$ cat src/rtl/fpu_pkg.sv
`default_nettype none
// ============================================================================
//  Module   : fpu_pkg
//  Brief    : Shared FPU types for the pack/unpack datapath.
//  Revision : 1.0 - initial release
// ============================================================================
package fpu_pkg;

    typedef enum logic [1:0] {
        CLS_FIN  = 2'b00,
        CLS_ZERO = 2'b01,
        CLS_INF  = 2'b10,
        CLS_NAN  = 2'b11
    } fpu_cls_e;

    localparam int FLG_INV = 4;
    localparam int FLG_DBZ = 3;
    localparam int FLG_OVF = 2;
    localparam int FLG_UNF = 1;
    localparam int FLG_INX = 0;

    localparam logic [63:0] QNAN_D = 64'h7FF8_0000_0000_0000;
    localparam logic [31:0] QNAN_S = 32'h7FC0_0000;

    typedef struct packed {
        logic        s;
        logic [10:0] e;
        logic [52:0] f;
        logic        db;
        fpu_cls_e    cls;
        logic [4:0]  flags;
    } fpu_unpacked_t;

endpackage
`default_nettype wire

$ cat src/rtl/fpu_pack_comb.sv
`default_nettype none
// ============================================================================
//  Module   : fpu_pack_comb
//  Brief    : Combinational assembly of an unpacked result into an IEEE word.
//  Revision : 1.0 - initial release
// ============================================================================
module fpu_pack_comb
    import fpu_pkg::*;
(
    input  fpu_unpacked_t i_res,
    output logic [63:0]   o_word,
    output logic [4:0]    o_flags
);

    logic [10:0] w_e_d;
    logic [7:0]  w_e_s;

    // A clear hidden bit marks a denormal, whose stored exponent is zero.
    assign w_e_d   = i_res.f[52] ? i_res.e      : 11'h000;
    assign w_e_s   = i_res.f[52] ? i_res.e[7:0] : 8'h00;
    assign o_flags = i_res.flags;

    always_comb begin
        o_word = '0;
        if (i_res.db) begin
            case (i_res.cls)
                CLS_FIN:  o_word = {i_res.s, w_e_d, i_res.f[51:0]};
                CLS_ZERO: o_word = {i_res.s, 63'b0};
                CLS_INF:  o_word = {i_res.s, 11'h7FF, 52'b0};
                default:  o_word = QNAN_D;
            endcase
        end else begin
            case (i_res.cls)
                CLS_FIN:  o_word[63:32] = {i_res.s, w_e_s, i_res.f[51:29]};
                CLS_ZERO: o_word[63:32] = {i_res.s, 31'b0};
                CLS_INF:  o_word[63:32] = {i_res.s, 8'hFF, 23'b0};
                default:  o_word[63:32] = QNAN_S;
            endcase
        end
    end

endmodule
`default_nettype wire

$ cat src/rtl/fpu_result_packer.sv
`default_nettype none
// ============================================================================
//  Module   : fpu_result_packer
//  Brief    : Elastic pack stage between rounder and writeback, with sticky
//             IEEE flags and a retired-result counter.
//  Revision : 1.0 - initial release
// ============================================================================
module fpu_result_packer
    import fpu_pkg::*;
#(
    parameter int CNT_W = 16
) (
    input  logic             clk,
    input  logic             rst,
    input  logic             in_valid,
    output logic             in_ready,
    input  logic             in_s,
    input  logic [10:0]      in_e,
    input  logic [52:0]      in_f,
    input  logic             in_db,
    input  logic [1:0]       in_cls,
    input  logic [4:0]       in_flags,
    output logic             out_valid,
    input  logic             out_ready,
    output logic [63:0]      fp_out,
    output logic [4:0]       ieee_sticky,
    input  logic             flag_clr,
    output logic [CNT_W-1:0] res_cnt
);

    fpu_unpacked_t    w_in;
    logic [63:0]      w_word;
    logic [4:0]       w_flags;
    logic             w_accept;
    logic             w_drain;
    logic             w_out_free;

    logic             r_out_valid;
    logic [63:0]      r_fp_out;
    logic             r_skid_valid;
    logic [63:0]      r_skid_word;
    logic [4:0]       r_sticky;
    logic [CNT_W-1:0] r_cnt;

    assign w_in = '{s: in_s, e: in_e, f: in_f, db: in_db,
                    cls: fpu_cls_e'(in_cls), flags: in_flags};

    fpu_pack_comb u_pack (
        .i_res   (w_in),
        .o_word  (w_word),
        .o_flags (w_flags)
    );

    // Ready depends only on skid occupancy, so it is a registered signal.
    assign in_ready    = ~r_skid_valid;
    assign w_accept    = in_valid & in_ready;
    assign w_drain     = r_out_valid & out_ready;
    assign w_out_free  = ~r_out_valid | w_drain;

    assign out_valid   = r_out_valid;
    assign fp_out      = r_fp_out;
    assign ieee_sticky = r_sticky;
    assign res_cnt     = r_cnt;

    always_ff @(posedge clk or posedge rst) begin
        if (rst) begin
            r_out_valid  <= 1'b0;
            r_fp_out     <= '0;
            r_skid_valid <= 1'b0;
            r_skid_word  <= '0;
        end else if (w_out_free) begin
            if (r_skid_valid) begin
                // Older skid entry goes first; a new accept refills the skid.
                r_fp_out     <= r_skid_word;
                r_out_valid  <= 1'b1;
                r_skid_valid <= w_accept;
                if (w_accept) begin
                    r_skid_word <= w_word;
                end
            end else if (w_accept) begin
                r_fp_out    <= w_word;
                r_out_valid <= 1'b1;
            end else begin
                r_out_valid <= 1'b0;
            end
        end else if (w_accept) begin
            r_skid_word  <= w_word;
            r_skid_valid <= 1'b1;
        end
    end

    always_ff @(posedge clk or posedge rst) begin
        if (rst) begin
            r_sticky <= '0;
            r_cnt    <= '0;
        end else begin
            // Flags arriving with a clear survive it.
            if (flag_clr) begin
                r_sticky <= w_accept ? w_flags : 5'b0;
            end else if (w_accept) begin
                r_sticky <= r_sticky | w_flags;
            end
            if (w_accept) begin
                r_cnt <= r_cnt + CNT_W'(1);
            end
        end
    end

endmodule
`default_nettype wire
$ cat config.mk
export PLATFORM = sky130hd
export DESIGN_NAME = fpu_result_packer
export DESIGN_NICKNAME = d
export VERILOG_FILES = /design/src/rtl/fpu_pkg.sv /design/src/rtl/fpu_pack_comb.sv /design/src/rtl/fpu_result_packer.sv
export SDC_FILE = /design/constraint.sdc
export NUM_CORES = 1
export LEC_CHECK = 0
export BUFFER_PORTS_ARGS = -buffer_cell sky130_fd_sc_hd__buf_2
export CAP_MARGIN = 20
export CORE_ASPECT_RATIO = 0.5
export CORE_UTILIZATION = 45
export DETAILED_ROUTE_END_ITERATION = 10
export PLACE_DENSITY = 0.75
export SKIP_LAST_GASP = 1
export SLEW_MARGIN = 10
export SYNTH_ARGS = -nofsm -noshare
export SYNTH_HDL_FRONTEND = slang
export SYNTH_HIERARCHICAL = 1
export SYNTH_SLANG_ARGS = --single-unit
$ cat constraint.sdc
create_clock -name clk -period 11 [get_ports clk]
set_input_delay 1.1 -clock clk [delete_from_list [all_inputs] [get_ports clk]]
set_output_delay 1.1 -clock clk [all_outputs]
set_load 0.03 [all_outputs]
-- Yosys cells after proc, flatten, opt, wreduce, memory -nomap -nowiden
Index checks and enable logic that the tools add are counted.
Widths: inputs -> output; s select.
- output and inout port bits: 87
- register bits: 151
- word-level logic and storage cells: 40
- bits of input ports: 78
- reductions and logical operators: 5
- $add $sub $neg: 1
- multiplexer cells: 19
- equality and inequality tests: 3
- bitwise gates (word level): 6
- operator list (operator ; count):
    $mux 64 ; 5
    $pmux 64 s3 ; 1
    $pmux 32 s3 ; 1
    $mux 32 ; 2
    $add 16x1->16 const B ; 1
    $mux 5 ; 3
    $mux 11 ; 1
    $mux 8 ; 1
    $reduce_bool 2->1 ; 3
    $mux 1 ; 5
    $or 5x5->5 ; 1
    $and 1x1->1 ; 2
    $eq 2x1->1 const B ; 1
    $eq 2x2->1 const B ; 1
    $logic_not 2->1 ; 1
    $ne 2x1->1 const B ; 1
    $not 1->1 ; 2
    $reduce_and 2->1 ; 1
    $or 1x1->1 ; 1

-- Logic depth before layout (Yosys ltp)
Gate-level depths: netlist of run 1.
- depth in word-level cells: 6
- gate-level depth with buffers: 8
- gate-level depth less buffers: 7

-- By module
Netlist of run 1, hierarchy kept.
- modules (own cells, without submodules) (module ; cells an instance ; area an instance (sq um) ; seq. area each (sq um) ; instances):
    fpu_result_packer ; 505 ; 6328.6 ; 3778.6 ; 1
    fpu_pack_comb ; 130 ; 953.4 ; 0.0 ; 1

-- Worst setup path after synthesis of run 1
Ideal clock, no wire load.
- path type: in2reg
- start point: input out_ready
- end point: register r_skid_word[36]
- buffers on the path: 2
- library setup time: 125 ps
- data required time: 10875 ps
- stages: 5
- path slack: 8733 ps
- arrival: 2142 ps
- cell sequence: nand2b_1 > nor3b_1 > buf_4 > buf_6 > mux2_2
- longest elaborated chain between the ends: 3
- elaborated cells on any way between the ends: 4
- those cells by class: eq/ne (1); mux (1); bitwise (2)
- RTL lines (what ; line ; source):
    start: declaration ; fpu_result_packer.sv:24 ; input logic out_ready,
    $and 1x1->1 (*) ; fpu_result_packer.sv:57 ; assign w_drain = r_out_valid & out_ready;
    $or 1x1->1 (*) ; fpu_result_packer.sv:58 ; assign w_out_free = ~r_out_valid | w_drain;
    $ne 2x1->1 (no source line) or $mux 64 (tied branches) ; - ;
    end signal: assignment ; fpu_result_packer.sv:78 ; r_skid_word <= w_word;
    end signal: assignment ; fpu_result_packer.sv:87 ; r_skid_word <= w_word;
    end: declaration ; fpu_result_packer.sv:41 ; logic [63:0] r_skid_word;
Every way passes the cells marked *; elsewhere a longest branch is shown, timed or not.
A chain may end at the register's enable or synchronous reset.

-- Worst setup path in the final report of run 1
- start point: input in_cls[1]
- end point: register r_fp_out[55] (netlist: fp_out[55])
- longest elaborated chain between the ends: 5
- elaborated cells on any way between the ends: 8
- those cells by class: eq/ne (2); mux (5); reduce/logical (1)
- RTL lines (what ; line ; source):
    start: declaration ; fpu_result_packer.sv:21 ; input logic [1:0] in_cls,
    $eq 2x2->1 (tied with other cells) ; fpu_pack_comb.sv:26, fpu_pack_comb.sv:33 ;
    $pmux 32 s3 or $pmux 64 s3 (tied branches) ; fpu_pack_comb.sv:33, fpu_pack_comb.sv:26 ;
    $mux 32 (*) ; fpu_pack_comb.sv:25 ; if (i_res.db) begin
    named net w_word[55] ; fpu_result_packer.sv:32 ; logic [63:0] w_word;
    $mux 64 (*) ; fpu_result_packer.sv:80 ; end else if (w_accept) begin
    $mux 64 (*) ; fpu_result_packer.sv:72 ; if (r_skid_valid) begin
    end signal: assignment ; fpu_result_packer.sv:74 ; r_fp_out <= r_skid_word;
    end signal: assignment ; fpu_result_packer.sv:81 ; r_fp_out <= w_word;
    end: declaration ; fpu_result_packer.sv:39 ; logic [63:0] r_fp_out;
Mark *: on every way through the listed nets, which the timed path passes. The rest lies on a longest branch. The select of a mux whose other input is x is not followed.

==> results.toml, run 1 <==
[status]
status = "complete, no violations"

[power]
p_leak_nw = 4.307
power_density_nw_per_um2 = 192.1
power_mw = 1.665
peakVddDrop_mv = 0.1616

[timing]
setup-tns-final_ns = 0
setup_slack_ns = 8.210
hold_viol = 0
max_freq_mhz = 358.5
fin_crit_sh = 0.2536
grt_setup_unrepaired = "false"
setup_violations = 0
drv_slew = 0
post-route-min-period_ns = 2.790
fin_hold_ws_ns = 0.4695
worst_pin_slew_ns = 0.9493
slew_headroom = 0.3671
clock_skew_ns = 0.006544

[clock_tree]
clock_latency_ns = 0.41
clock_path_buffers = 2
cts_sinks = 151
cts.clk_slew.worst_paths_ns = 0.06
hold_buffers = 0
cts_resized = 0
numCtsBuffers = 17
cts_root_buf = "clkbuf_16"
cts_setup_buffers = 0
htreeDepth = 4
cts_tree = "done"

[critical_path]
start_kind = "primary input"
cp-end-kind = "register"
cp_slowest_cell = "ha_2"
worstPathRequired_ns = 11.33
cp.arrival_ns = 3.12
critical_path_class = "in2reg"
path_cells = "buf_2 > inv_1 > ha_2 > nand3_2 > o21ai_0 > mux2i_1 > a21oi_1"
slowest_delay_ns = 0.83
critPathMaxFanout = 60

[logic_synthesis]
netlist_top_cells_count = "151 x dfrtp_1, 92 x mux2i_1, 70 x nor2_1, 68 x a21oi_1, 59 x mux2_2"
syn_inst = 635
avgSynthCellArea_sq_um = 11.47
synth_nets = 718
syn_area_sq_um = 7282
async_flop_share = 1.000
post-synth-top-area-cell = "dfrtp_1"
synth-edff-count = 0
ys_types = 39
synth_seq_area_share = 0.5189
ys_ff_latch = 151
yosysMostFrequentCell = "dfrtp_1"
synth_warnings = 6
ys.flop_type = "dfrtp_1"
ys_top_cells_by_area = "dfrtp_1 52%, mux2i_1 13%, mux2_2 9.1%, a21oi_1 4.7%, nor2_1 3.6%"
yosysTopAreaCellShare = 0.5189

[detailed_routing]
drc = 0
wire_per_inst_um = 15.12
wirelength_mm = 14.94
routed_via_density = 5.065
via_count = 5004
drt_iter0_markers = 186
drtPass1Iterations = 5
antenna_left = 0

[floorplan]
rows = 32
start_util = 0.4663
ios = 165
die_h_um = 91.95
die_w_um = 181.9
die_area_sq_um = 16730
core_sq_um = 15620

[placement]
place_congestion = 0.8008
io_buffers = 164
place_ws_ns = 7.825
hpwl_mm = 9.781

[global_routing]
track_usage = 0.1882
grt_first_pass_wirelength_mm = 24.98
grt_antenna_before_repair = 0
grt-ovfl-total = 0
grt_pass1_vias = 5227
grt_max_degree = 88

[worst_hold_path]
hold_class = "reg2reg"

[flow_run]
maxCapViolCount = 0

[cells_and_area]
area_delta_synth_final_pct = 19.02
layout.nets = 855
antennaDiodeCount = 0
drive_gt1_frac = 0.3444
nFillCells = 1375
## worst paths after layout
check | from | to | slack, ns | cells after the start
setup reg to reg | r_skid_valid | fp_out[16] | 8.55 | 4
hold reg to reg | res_cnt[15] | res_cnt[15] | 0.47 | 1
max in group asynchronous | rst | r_skid_word[16] | 8.82 | 3
min in group asynchronous | rst | ieee_sticky[2] | 0.85 | 2
setup / recovery | in_cls[1] | fp_out[55] | 8.21 | 7
hold / removal | res_cnt[15] | res_cnt[15] | 0.47 | 1
## area by class of cell
type,instances,area (sq um),area share
Clock buffer,19,452.9,0.05226
Clock inverter,12,152.6,0.01761
Multi-Input combinational cell,423,3123,0.3603
Tap cell,204,255.2,0.02945
Timing Repair Buffer,169,858.3,0.09903
Sequential cell,151,3782,0.4364
Inverter,10,42.54,0.004908
## routing by layer
| metal | vias up | part of all wire | track usage |
|---|---|---|---|
| met5 | - | 0 | 0 |
| met4 | 0 | 0.0095 | 0.06022 |
| met3 | 10 | 0.044 | 0.04369 |
| met2 | 90 | 0.49 | 0.3183 |
| met1 | 2438 | 0.45 | 0.2405 |
| li1 | 2466 | - | - |
## sequential cells by signal, summed over array words and instances (netlist names)
register / flops
fp_out: 64
r_skid_valid: 1
ieee_sticky: 5
r_skid_word: 64
res_cnt: 16
out_valid: 1
## power by group
| part | switching [mW] | internal, mW |
|---|---|---|
| sequential | 0.0591 | 0.640 |
| combinational | 0.236 | 0.133 |
| clock | 0.229 | 0.368 |
## layout by cell type, fill, tap and decap left out, drive strengths merged, types with 3 or more instances in the layout
| cell | instances |
|---|---|
| xor2 | 6 |
| mux2i | 92 |
| nand4 | 7 |
| ha | 5 |
| clkbuf | 19 |
| dfrtp | 151 |
| a21oi | 68 |
| and3 | 35 |
| inv | 10 |
| xnor2 | 9 |
| clkinv | 8 |
| o21ai | 13 |
| a31oi | 3 |
| mux2 | 65 |
| nor2b | 20 |
| nor2 | 70 |
| nand3 | 3 |
| bufinv | 3 |
| nand2 | 17 |
| buf | 169 |
## kinds of logic (layout without fill, tap and decap cells)
family          Yosys count  in the layout  synth area share
simple gates            160            160            0.1129
mux                     157            157            0.2270
flops                   151            151            0.5189
compound gates           86             86           0.06031
buf+inv                  61            210           0.05430
xor+xnor                 15             15           0.01804
fa+ha+maj                 5              5          0.008591
## stage by stage
step                        util  cell area (sq um)  instances
after floorplan                -               7282        635
after global placement    0.5163               8061        957
after detailed placement  0.5163               8061        957
final                     0.5550               8667        988
after CTS                 0.5550               8667        988
after global routing      0.5550               8667        988
## worst max-delay path: cells and delay by family
| family | cells | cell delay [ns] |
|---|---|---|
| buffers and inverters | 2 | 0.25 |
| multiplexers | 1 | 0.11 |
| adder cells (fa/ha/maj) | 1 | 0.83 |
| AO/OA/AOI/OAI | 2 | 0.52 |
| AND/OR/NAND/NOR | 1 | 0.30 |
Note: power is estimated with default switching activity, not from simulation.
==> run 2, diff against run 1 <==
Settings changed: PLACE_DENSITY 0.75 to 0.78.
Clock period 11 ns to 2.45 ns, I/O delays scaled along.
==> results.toml, run 2 (same netlist as run 1, synthesis figures left out) <==
[cells_and_area]
layout.nets = 858
fin_area_sq_um = 8758
area_delta_synth_final_pct = 20.27
drive_gt1_frac = 0.3464
nFillCells = 1332
mostFrequentLayoutCells = "164 x buf_2, 150 x dfrtp_1, 92 x mux2i_1, 70 x nor2_1, 68 x a21oi_1"
antennaDiodeCount = 0
multi_input_area_sq_um = 3123
final_common_cell = "buf_2"
ff_latch_area_sq_um = 3782

[floorplan]
start_util = 0.4663
core_sq_um = 15620
die_w_um = 181.9
rows = 32
die_area_sq_um = 16730
die_h_um = 91.95
ios = 165

[clock_tree]
clock_latency_ns = 0.42
clock_path_buffers = 2
cts_resized = 0
cts_tree = "done"
cts.clk_slew.worst_paths_ns = 0.06
numCtsBuffers = 17
htreeDepth = 4
hold_buffers = 0
cts_root_buf = "clkbuf_16"
cts_setup_buffers = 0
cts_sinks = 151

[timing]
clock_skew_ns = 0.01123
fin_crit_sh = 0.7425
post-route-min-period_ns = 1.819
grt_setup_unrepaired = "false"
drv_slew = 0
worst_pin_slew_ns = 0.6895
fin_hold_ws_ns = -0.03544
setup-tns-final_ns = 0
slew_headroom = 0.5403
max_freq_mhz = 549.7
setup_violations = 0
hold_viol = 19

[placement]
placed_area_sq_um = 8145
hpwl_mm = 9.934
place_congestion = 0.7900
io_buffers = 164

[detailed_routing]
antenna_left = 0
drtPass1Iterations = 6
drc = 0
routed_via_density = 5.247
via_count = 5205
drt_iter0_markers = 276
wire_per_inst_um = 15.54
wirelength_mm = 15.42

[flow_run]
maxCapViolCount = 0

[status]
status = "complete, but fails checks"
violations = "hold timing"

[global_routing]
grt_first_pass_wirelength_mm = 25.22
grt_pass1_vias = 5173
track_usage = 0.1917
grt_antenna_before_repair = 0
grt_max_degree = 129
grt-ovfl-total = 0

[critical_path]
cp-end-kind = "output port"
cp.arrival_ns = 1.57
start_kind = "register"
worstPathRequired_ns = 2.20
critical_path_class = "reg2out"
critPathMaxFanout = 65

[power]
peakVddDrop_mv = 0.7186
p_leak_nw = 4.331
power_density_nw_per_um2 = 862.8

[worst_hold_path]
hold_class = "in2async"
-- run 2: cell count changes in the layout (fill, tap and decap cells not counted) --
cell        before  now
clkbuf_8         2    1
clkbuf_1         0    1
clkinv_4         4    2
clkinv_2         4    1
buf_4            5    3
buf_12           0    5
clkinvlp_4       1    4
inv_6            1    4
-- run 2: layout make-up --
type / instances / area share
clock inverters: 13 / 0.01943
inverters: 10 / 0.004714
repair buffers: 172 / 0.1077
flip-flops and latches: 151 / 0.4319
clock buffers: 19 / 0.05057
multi-input cells: 423 / 0.3566
well taps: 204 / 0.02914
-- run 2: worst paths after layout --
kind	startpoint	to	slack, ns	cells after the start
max in group asynchronous	rst	fp_out[8]	1.96	3
worst max register to register	r_skid_valid	res_cnt[15]	0.73	4
min in group clk	in_flags[4]	ieee_sticky[4]	0.04	3
worst min register to register	res_cnt[15]	res_cnt[15]	0.48	1
worst min-delay path	rst	fp_out[27]	-0.04	3
worst max-delay path	r_skid_valid	in_ready	0.63	3
-- run 2: per-layer routing --
layer | up-vias | GRT usage | routed length (um)
li1 | 2487 | - | -
met1 | 2597 | 0.2367 | 6883
met2 | 106 | 0.3308 | 7775
met3 | 15 | 0.04885 | 580
met4 | 0 | 0.06162 | 175
met5 | - | 0 | 0
-- run 2: worst max-delay path, cell delays in order, from the launching register on --
cell	delay, ns
dfrtp_4	0.48
buf_12	0.40
inv_1	0.07
buf_2	0.19
-- run 2: per-stage QoR --
step	power [mW]	instances	worst slack (ns)	utilization
6_report	7.557	992	0.6309	0.5609
4_1_cts	7.644	992	0.5932	0.5609
3_5_place_dp	4.895	960	0.6249	0.5216
5_1_grt	7.914	992	0.5499	0.5609
3_3_place_gp	4.828	960	0.6633	0.5216
2_1_floorplan	4.380	635	0.3020	-
-- run 2: power breakdown --
group          switching, mW  internal (mW)
clock network           1.08           1.65
logic                   1.09          0.611
registers              0.261           2.88
total                   2.42           5.13
